File: config.mk
export PLATFORM = sky130hd
export DESIGN_NAME = copperv_read_arbiter
export DESIGN_NICKNAME = d
export VERILOG_FILES = /design/src/rtl/copperv_arb_pkg.sv /design/src/rtl/copperv_tag_fifo.sv /design/src/rtl/copperv_read_arbiter.sv
export SDC_FILE = /design/constraint.sdc
export NUM_CORES = 1
export LEC_CHECK = 0
export ABC_AREA = 1
export BUFFER_PORTS_ARGS = -buffer_cell sky130_fd_sc_hd__buf_2
export CAP_MARGIN = 10
export CORE_MARGIN = 5
export CORE_UTILIZATION = 36
export CTS_CLUSTER_SIZE = 24
export DETAILED_ROUTE_END_ITERATION = 7
export HOLD_SLACK_MARGIN = 0.06
export PLACE_DENSITY = 0.86
export SKIP_LAST_GASP = 1
export SLEW_MARGIN = 20
export SYNTH_ARGS = -nofsm -noshare
export SYNTH_HDL_FRONTEND = slang
export SYNTH_SLANG_ARGS = --single-unit
File: constraint.sdc
create_clock -name clk -period 4.9 [get_ports clk]
set_input_delay 0.735 -clock clk [delete_from_list [all_inputs] [get_ports clk]]
set_output_delay 0.735 -clock clk [all_outputs]
set_load 0.02 [all_outputs]
File: src/rtl/copperv_arb_pkg.sv
// Shared types for the copperv read arbiter: request source tag and stats width.
// Imported by copperv_tag_fifo and copperv_read_arbiter.
package copperv_arb_pkg;

    typedef enum logic {
        SRC_IR = 1'b0,
        SRC_DR = 1'b1
    } arb_src_t;

    localparam int ARB_STAT_WIDTH = 32;

endpackage

File: src/rtl/copperv_tag_fifo.sv
// In-order FIFO of request source tags; head is read combinationally.
// Ports: clk, rst (async high), push/din, pop/dout, full, empty.
module copperv_tag_fifo
    import copperv_arb_pkg::*;
#(
    parameter int DEPTH = 4
) (
    input  logic     clk,
    input  logic     rst,
    input  logic     push,
    input  logic     pop,
    input  arb_src_t din,
    output arb_src_t dout,
    output logic     full,
    output logic     empty
);

    localparam int PTR_W = (DEPTH > 1) ? $clog2(DEPTH) : 1;
    localparam int CNT_W = $clog2(DEPTH) + 1;
    localparam logic [CNT_W-1:0] FULL_CNT = CNT_W'(DEPTH);
    localparam logic [PTR_W-1:0] LAST_PTR = PTR_W'(DEPTH - 1);

    arb_src_t         r_mem [DEPTH];
    logic [PTR_W-1:0] r_wr;
    logic [PTR_W-1:0] r_rd;
    logic [CNT_W-1:0] r_cnt;

    logic w_push;
    logic w_pop;

    assign full   = (r_cnt == FULL_CNT);
    assign empty  = (r_cnt == '0);
    assign w_push = push && !full;
    assign w_pop  = pop && !empty;
    assign dout   = r_mem[r_rd];

    function automatic logic [PTR_W-1:0] ptr_next(input logic [PTR_W-1:0] p);
        return (p == LAST_PTR) ? '0 : p + 1'b1;
    endfunction

    always_ff @(posedge clk or posedge rst) begin
        if (rst) begin
            for (int i = 0; i < DEPTH; i++) begin
                r_mem[i] <= SRC_IR;
            end
            r_wr  <= '0;
            r_rd  <= '0;
            r_cnt <= '0;
        end else begin
            if (w_push) begin
                r_mem[r_wr] <= din;
                r_wr        <= ptr_next(r_wr);
            end
            if (w_pop) begin
                r_rd <= ptr_next(r_rd);
            end
            unique case ({w_push, w_pop})
                2'b10:   r_cnt <= r_cnt + 1'b1;
                2'b01:   r_cnt <= r_cnt - 1'b1;
                default: r_cnt <= r_cnt;
            endcase
        end
    end

endmodule

File: src/rtl/copperv_read_arbiter.sv
// Shares one memory read port between ir and dr: round-robin address grant,
// tag FIFO, and in-order routing of returned data beats to the issuing channel.
// Ports: ir_addr_*/ir_data_*, dr_addr_*/dr_data_* (core side), mem_addr_*/mem_data_*
// (memory side). COPPERV_RD_ARB_STATS_EN adds stat_ir_grants, stat_dr_grants,
// stat_stall_cycles counters.
module copperv_read_arbiter
    import copperv_arb_pkg::*;
#(
    parameter int ADDR_WIDTH      = 32,
    parameter int DATA_WIDTH      = 32,
    parameter int MAX_OUTSTANDING = 4
) (
    input  logic                  clk,
    input  logic                  rst,
    input  logic                  ir_addr_valid,
    output logic                  ir_addr_ready,
    input  logic [ADDR_WIDTH-1:0] ir_addr,
    output logic                  ir_data_valid,
    input  logic                  ir_data_ready,
    output logic [DATA_WIDTH-1:0] ir_data,
    input  logic                  dr_addr_valid,
    output logic                  dr_addr_ready,
    input  logic [ADDR_WIDTH-1:0] dr_addr,
    output logic                  dr_data_valid,
    input  logic                  dr_data_ready,
    output logic [DATA_WIDTH-1:0] dr_data,
    output logic                  mem_addr_valid,
    input  logic                  mem_addr_ready,
    output logic [ADDR_WIDTH-1:0] mem_addr,
    input  logic                  mem_data_valid,
    output logic                  mem_data_ready,
    input  logic [DATA_WIDTH-1:0] mem_data
`ifdef COPPERV_RD_ARB_STATS_EN
    ,
    output logic [ARB_STAT_WIDTH-1:0] stat_ir_grants,
    output logic [ARB_STAT_WIDTH-1:0] stat_dr_grants,
    output logic [ARB_STAT_WIDTH-1:0] stat_stall_cycles
`endif
);

    logic     r_lock;
    arb_src_t r_grant;
    arb_src_t r_last;

    arb_src_t w_sel;
    logic     w_req;
    logic     w_xfer;
    logic     w_full;
    logic     w_empty;
    arb_src_t w_head;
    logic     w_head_ready;
    logic     w_pop;

    // A stalled request keeps its grant so the payload seen by memory
    // cannot change under it; otherwise the tie goes to whoever did not win last.
    always_comb begin
        w_sel = SRC_IR;
        if (r_lock) begin
            w_sel = r_grant;
        end else if (ir_addr_valid && dr_addr_valid) begin
            w_sel = (r_last == SRC_IR) ? SRC_DR : SRC_IR;
        end else if (dr_addr_valid) begin
            w_sel = SRC_DR;
        end
    end

    assign w_req          = (w_sel == SRC_IR) ? ir_addr_valid : dr_addr_valid;
    assign mem_addr_valid = w_req && !w_full;
    assign mem_addr       = (w_sel == SRC_IR) ? ir_addr : dr_addr;
    assign w_xfer         = mem_addr_valid && mem_addr_ready;
    assign ir_addr_ready  = w_xfer && (w_sel == SRC_IR);
    assign dr_addr_ready  = w_xfer && (w_sel == SRC_DR);

    always_ff @(posedge clk or posedge rst) begin
        if (rst) begin
            r_lock  <= 1'b0;
            r_grant <= SRC_IR;
            r_last  <= SRC_DR;
        end else if (w_xfer) begin
            r_lock <= 1'b0;
            r_last <= w_sel;
        end else if (mem_addr_valid) begin
            r_lock  <= 1'b1;
            r_grant <= w_sel;
        end
    end

    copperv_tag_fifo #(
        .DEPTH (MAX_OUTSTANDING)
    ) u_tags (
        .clk   (clk),
        .rst   (rst),
        .push  (w_xfer),
        .pop   (w_pop),
        .din   (w_sel),
        .dout  (w_head),
        .full  (w_full),
        .empty (w_empty)
    );

    // With no tag queued a memory beat has no owner, so it is left pending.
    assign w_head_ready   = (w_head == SRC_IR) ? ir_data_ready : dr_data_ready;
    assign mem_data_ready = !w_empty && w_head_ready;
    assign ir_data_valid  = !w_empty && (w_head == SRC_IR) && mem_data_valid;
    assign dr_data_valid  = !w_empty && (w_head == SRC_DR) && mem_data_valid;
    assign ir_data        = mem_data;
    assign dr_data        = mem_data;
    assign w_pop          = mem_data_valid && mem_data_ready;

`ifdef COPPERV_RD_ARB_STATS_EN
    logic [ARB_STAT_WIDTH-1:0] r_stat_ir;
    logic [ARB_STAT_WIDTH-1:0] r_stat_dr;
    logic [ARB_STAT_WIDTH-1:0] r_stat_stall;

    always_ff @(posedge clk or posedge rst) begin
        if (rst) begin
            r_stat_ir    <= '0;
            r_stat_dr    <= '0;
            r_stat_stall <= '0;
        end else begin
            if (w_xfer && (w_sel == SRC_IR)) r_stat_ir <= r_stat_ir + 1'b1;
            if (w_xfer && (w_sel == SRC_DR)) r_stat_dr <= r_stat_dr + 1'b1;
            if ((ir_addr_valid || dr_addr_valid) && !w_xfer) begin
                r_stat_stall <= r_stat_stall + 1'b1;
            end
        end
    end

    assign stat_ir_grants    = r_stat_ir;
    assign stat_dr_grants    = r_stat_dr;
    assign stat_stall_cycles = r_stat_stall;
`endif

endmodule

==> results of run 1 <==
critical path: stages:
cell	delay [ns]
buf_2	0.10
nand2_1	0.07
nand3_2	0.07
nand2_2	0.64
mux2_2	0.44
buf_2	0.17
final cells by class:
cell class	instances	area, um^2
Timing Repair Buffer	109	546
Inverter	18	67.6
Clock buffer	4	55.1
Multi-Input combinational cell	110	801
Sequential cell	14	352
Tap cell	54	67.6
Fill cell	480	2800
power groups by stage:
stage	Sequential, mW	Combinational [mW]	Clock, mW
after floorplan	0.209	0.646	0
after global placement	0.217	0.725	0
after detailed placement	0.220	0.749	0
after CTS	0.218	0.752	0.115
after global routing	0.226	0.828	0.125
final	0.218	0.744	0.112
cell families (layout without fill, tap and decap cells):
family | count (synthesis) | after routing
multiplexers | 32 | 32
AND/OR/NAND/NOR | 61 | 61
XOR/XNOR | 2 | 2
flip-flops | 14 | 14
buffers and inverters | 86 | 131
adder cells (fa/ha/maj) | 7 | 7
AO/OA/AOI/OAI | 8 | 8
metal layers:
metal | global-route usage, % | up-vias
met5 | 0 | -
met4 | 6.53 | 0
met3 | 13.0 | 14
met2 | 23.1 | 94
met1 | 14.9 | 612
li1 | - | 706
sequential cells by signal, indices dropped and copies added, names as in the netlist:
signal        cells
u_tags.r_mem      4
u_tags.r_cnt      3
u_tags.r_rd       2
u_tags.r_wr       2
r_grant           1
r_last            1
r_lock            1
metrics by stage:
stage | cells | worst slack (ns) | instance area [um^2] | total power [mW] | hold slack, ns
after global placement | 305 | 1.94 | 1830 | 0.942 | 0.466
final | 309 | 1.91 | 1890 | 1.07 | 0.481
after detailed placement | 305 | 1.91 | 1830 | 0.969 | 0.473
after global routing | 309 | 1.81 | 1890 | 1.18 | 0.489
after floorplan | 210 | 2.45 | 1730 | 0.855 | 0.443
after CTS | 309 | 1.91 | 1890 | 1.09 | 0.483
final timing paths:
path	startpoint	endpoint	slack, ns	cells past startpoint
max in group asynchronous	rst	r_last$_DFFE_PP1N_	4.04	2
min reg2reg	r_last$_DFFE_PP1N_	r_last$_DFFE_PP1N_	0.48	2
max reg2reg	r_last$_DFFE_PP1N_	u_tags.r_cnt[2]$_DFFE_PP0P_	2.55	12
min in group asynchronous	rst	u_tags.r_wr[1]$_DFFE_PP0P_	0.51	2
min	r_last$_DFFE_PP1N_	r_last$_DFFE_PP1N_	0.48	2
max	ir_addr_valid	mem_addr[9]	1.91	6
cell usage in the layout (no fill, tap or decap):
cell,synthesis,layout
inv_2,1,1
dfrtp_1,13,13
ha_1,6,6
nand3_2,1,1
nor2_1,5,5
dfstp_2,1,1
mux2_2,29,29
nand2_2,2,2
xor2_1,1,1
nand4_1,6,6
clkbuf_8,0,4
nand2_1,35,35
xnor2_1,1,1
nand3_1,11,11
mux2_4,3,3
o21ai_0,5,5
fa_1,1,1
a21oi_1,3,3
inv_1,17,17
buf_2,2,109
nor2_4,1,1
==> metrics, run 1 <==
DRC 0; final setup violation count 0; met3 wire len 1070 um; switching share of power 49.1%; Chip Width 79.4 um; PostCTS Resize Cnt 0; mux share of post-synthesis cell area 21.4%; via count 1426; Vias per Instance 4.61; post-DP HPWL 4630 um; Slew headroom 41.9%; Synth Area in XOR/XNOR 1.01%; post-synthesis sequential area ratio 20.3%; Hold Buf Count CTS 0; Initial Utilization 36.9%; Int Pwr 547 uW; VDD IR max 211 uV; Pleak 1.07 nW; Final min period 2.99 ns; final hold vios 0; clk_skew 0.00282 ns; hold crit path type register to register; drt pass-1 iters 4; Clock power frac 10.4%; Root Buffer clkbuf_8; complex-gate fraction of the synthesized area 2.31%; Total GRT Usage 15.3%; antenna violations before repair 0; Most used DFF post-synth dfrtp_1; Core Util, Final 40.2%; Mapped Avg Cell Area 8.25 um^2; crit-path max FO 39; Die ar. 6300 um^2; max-slew violations 0; H-tree levels 1; Post-synth EDFFs 0; io pins 206; CTS buffer count 3; Setup Fix Bufs, Post-CTS 0; Top Metal Used met4; share of the synthesized area in the top cell type 27.7%; Post-Synth Adder-Cell Area 5.49%; P&R area growth vs syn 8.95%; highest achievable clock rate 335 MHz; met1 wire length 1650 um; IO Port Bufs 109; # clock sinks 14; Final nets 367; Max-Cap Viols 0; Post-Synth Simple-Gate Area 16.0%; commonest cells in the netlist buf_4 (64), nand2_1 (35), mux2_2 (29); actual slew at the worst max-slew pin 0.868 ns; largest net degree at the start of global routing 40; CORE AREA 4690 um^2; synth warn 0; Tcrit/Tclk final 61.0%; global-route wire length before repair 7310 um; drt total wl 5240 um; Combinational Power Share 69.2%; type of origin of the critical path input port; vias in the first global route 1418; status finished clean; mapped cell area 1730 um^2; Sw Pwr 527 uW; largest family of logic cells by synthesized area buffers and inverters; clk buf depth 2; async set-or-reset flop fraction in the synthesized netlist 100%; Met2 Wirelength 2410 um; antenna fix cells 0; CP Data Required Time 4.16 ns; Final ANT Viol Nets 0; Critical Path End Type primary output; TNS Setup 0 ns; top-count cell post-synth buf_4; clock-pin slew of the registers on the worst-case setup and hold paths 0.06 ns; RSZ-0062 raised after global routing no; largest cells by area after synthesis buf_4 (28%), mux2_2 (19%), dfrtp_1 (19%), nand2_1 (7.6%), ha_1 (4.3%); RD Place Congestion 0.756; cell count after synthesis 210; area leader, netlist buf_4; syn nets 321; total grt overflow 0; pwr/cell area 569 nW/um^2; Initial DRC Count 28; Seq pwr share 20.3%; Die Height 79.4 um; CTS tree done; FP Rows 25; Netlist cell types 22; clk_lat worst skew 0.25 ns; Crit Path Class input port to primary output; share of cells above drive strength 1 59.2%; Wirelength per Cell 17.0 um; number of synthesized register bits 14; Critical Path AT 2.25 ns
Power figures use the tool's default switching activity.
==> inputs of run 2 (changes only) <==
--- a/config.mk
+++ b/config.mk
@@ -5,15 +5,15 @@
 export SDC_FILE = /design/constraint.sdc
 export NUM_CORES = 1
 export LEC_CHECK = 0
-export ABC_AREA = 1
+export ABC_AREA = 0
 export BUFFER_PORTS_ARGS = -buffer_cell sky130_fd_sc_hd__buf_2
 export CAP_MARGIN = 10
 export CORE_MARGIN = 5
-export CORE_UTILIZATION = 36
+export CORE_UTILIZATION = 30
 export CTS_CLUSTER_SIZE = 24
 export DETAILED_ROUTE_END_ITERATION = 7
 export HOLD_SLACK_MARGIN = 0.06
-export PLACE_DENSITY = 0.86
+export PLACE_DENSITY = 0.77
 export SKIP_LAST_GASP = 1
 export SLEW_MARGIN = 20
 export SYNTH_ARGS = -nofsm -noshare
==> constraint.sdc (replaced) <==
create_clock -name clk -period 2.42 [get_ports clk]
set_input_delay 0.363 -clock clk [delete_from_list [all_inputs] [get_ports clk]]
set_output_delay 0.363 -clock clk [all_outputs]
set_load 0.02 [all_outputs]
==> run 2 against run 1 <==
Sequential share of layout area is 0.55 points lower; sequential cell count stayed put; sequential power is 110% higher; routed wire length is 3.5% lower; global-route usage is 2.0 points lower; die area is 15% higher; highest routed layer unchanged.
==> metrics, run 2 <==
cells along the critical path mux4_2 > mux2i_1 > nor2_1 > ha_2 > inv_1 > fa_2 > xor2_1 > nor2_1 > xor2_1; io pins 206 (unchanged); Buf+Inv Stages, Crit Path 1 (-1); antenna fix cells 0 (unchanged); P&R area growth vs syn 15.4%; max-slew violations 0 (unchanged); total grt overflow 0 (unchanged); global-route wire length before repair 7550 um (+3.2%); largest cells by area after synthesis buf_4 (29%), mux2_1 (28%), dfrtp_1 (19%), ha_1 (4.5%), nor4bb_1 (2.4%); GRT busiest layer met2; FP Rows 27 (+8.0%); final setup violation count 0 (unchanged); Wirelength per Cell 17.1 um (+1.0%); Slew headroom 66.0% (+24 points); Mapped Avg Cell Area 9.80 um^2 (+19%); pwr/cell area 1130 nW/um^2 (+98%); Critical Path AT 2.47 ns (+0.22 ns); final hold vios 0 (unchanged); Netlist cell types 27 (+23%); vias in the first global route 1396 (-1.6%); Most used DFF post-synth dfrtp_1; status finished clean; commonest non-fill, non-tap cell in the layout buf_2; Final min period 2.30 ns; drt total wl 5060 um (-3.5%); Root Buffer clkbuf_8; Worst Reg-to-Reg Cells 9 (-3); Global Route met2 Usage 22.1% (-0.96 points); CP delay by family, top multiplexers; share of the synthesized area in the top cell type 28.5% (+0.78 points); mapped cell area 1690 um^2 (-2.7%); post-DP HPWL 4540 um (-2.0%); clock-pin slew of the registers on the worst-case setup and hold paths 0.06 ns (about the same); RD Place Congestion 0.759 (+0.42%); Die Height 85.0 um (+7.0%); actual slew at the worst max-slew pin 0.510 ns (-0.358 ns); IO Port Bufs 109 (unchanged); drt pass-1 iters 4 (unchanged); CTS tree done; top-count cell post-synth buf_4; type of origin of the critical path register; DRC 0 (unchanged); Crit path depth 9 (+3); Chip Width 85.0 um (+7.0%); number of synthesized register bits 14 (unchanged); async set-or-reset flop fraction in the synthesized netlist 100% (unchanged); # clock sinks 14 (unchanged); Final ANT Viol Nets 0 (unchanged); CORE AREA 5470 um^2 (+17%); Finished Layout Cells 295 (-4.5%); crit-path max FO 3 (-92%); largest net degree at the start of global routing 33 (-18%); via count 1282 (-10%); clk_lat worst skew 0.24 ns (about the same); met1 usage 14.5% (-0.41 points); slowest stage cell, crit path mux4_2; Post-DP Area 1860 um^2 (+1.7%); commonest cells in the netlist buf_4 (64), mux2_1 (42), dfrtp_1 (13); final instance area 1950 um^2 (+3.0%); cell count after synthesis 172 (-18%); hold_ws 0.141 ns (-0.339 ns); biggest regs u_tags.r_mem x4, u_tags.r_cnt x3; Critical Path End Type register; Largest register FFs 4 (unchanged); Final nets 335 (-8.7%); share of cells above drive strength 1 56.5% (-2.7 points); VDD IR max 474 uV (+120%); CTS buffer count 3 (unchanged); H-tree levels 1 (unchanged); Largest Register u_tags.r_mem; Tcrit/Tclk final 95.0%; syn nets 283 (-12%); Post-synth EDFFs 0 (unchanged); Max-Cap Viols 0 (unchanged); Critical Path Max Stage Delay 0.54 ns (-0.10 ns); highest achievable clock rate 435 MHz; hold crit path type input port to async pin; CP Data Required Time 2.59 ns (-1.57 ns); area leader, netlist buf_4; Pleak 1.02 nW (-4.7%); Total GRT Usage 13.2% (-2.0 points); clk buf depth 2 (unchanged); Inst Count DP 289 (-5.2%); post-synthesis sequential area ratio 20.9% (+0.57 points); Initial DRC Count 32 (+14%); Die ar. 7220 um^2 (+15%); synth warn 0 (unchanged); commonest cells after routing, fill and taps aside buf_2 (109), mux2_1 (42), dfrtp_1 (13); clk_skew 0.00445 ns (+0.00163 ns); met3 usage 7.67% (-5.3 points); antenna violations before repair 0 (unchanged); Crit Path Class register to register; Vias per Instance 4.35 (-5.8%); Initial Utilization 30.8% (-6.1 points)
-- run 2: cell count changes in the layout (fill, tap and decap cells not counted), sizes merged, moves of 4 or more --
cell	change
nand2	-34
nor4bb	+4
nand3	-12
buf	+6
o21ai	-4
mux2	+10
nand4	-6
inv	-11
-- run 2: metrics by stage --
stage	TNS [ns]	setup WS [ns]	utilization (%)	power, mW
floorplan	0	0.110	-	1.61
global placement	0	0.122	34.1	1.90
detailed placement	0	0.0608	34.1	1.96
CTS	0	0.0496	35.1	2.19
global route	-0.00178	-0.00178	35.6	2.36
finish	0	0.120	35.6	2.19
-- run 2: metal layers --
metal | up-vias | wire (um)
met3 | 4 | 678
met4 | 0 | 74
met1 | 557 | 1870
met2 | 111 | 2440
li1 | 610 | -
met5 | - | 0
-- run 2: kinds of logic (layout without fill, tap and decap cells) --
family | after synthesis | in the layout | share of synthesized area, %
AOI/OAI and AO/OA | 5 | 5 | 2.15
buffers and inverters | 75 | 126 | 31.2
DFF | 14 | 14 | 20.9
xor gates and xnor gates | 3 | 3 | 1.56
adders and majority gates | 7 | 7 | 5.64
muxes | 45 | 45 | 30.6
and+or+nand+nor | 23 | 23 | 8.02
-- run 2: layout make-up --
cell class              count  area, um^2
well taps                  72        90.1
clock buffers               4        55.1
multi-input cells          83         820
inverters                   7        26.3
flip-flops and latches     14         352
fillers                   577        3530
repair buffers            115         603
-- run 2: what timing repair did --
item | in CTS | in global routing
hold buffers | 0 | 0
endpoints found under the hold margin | 0 | 0
endpoints found under the setup margin | 0 | 1
resized for setup | 0 | 3
setup buffers | 0 | 2
-- run 2: power by group --
part | internal [mW] | total, mW | switching (mW)
Combinational | 0.673 | 1.52 | 0.844
Clock | 0.144 | 0.222 | 0.0776
Sequential | 0.359 | 0.453 | 0.0943
-- run 2: worst paths after layout --
check	from	endpoint	slack (ns)
setup / recovery	u_tags.r_rd[0]$_DFFE_PP0P_	u_tags.r_cnt[2]$_DFFE_PP0P_	0.12
hold / removal	rst	r_grant$_DFFE_PP0P_	0.14
setup reg to reg	u_tags.r_rd[0]$_DFFE_PP0P_	u_tags.r_cnt[2]$_DFFE_PP0P_	0.12
hold reg to reg	u_tags.r_mem[0]$_DFFE_PP0P_	u_tags.r_mem[0]$_DFFE_PP0P_	0.48
max in group asynchronous	rst	r_last$_DFFE_PP1N_	1.92
min in group clk	u_tags.r_mem[0]$_DFFE_PP0P_	u_tags.r_mem[0]$_DFFE_PP0P_	0.48
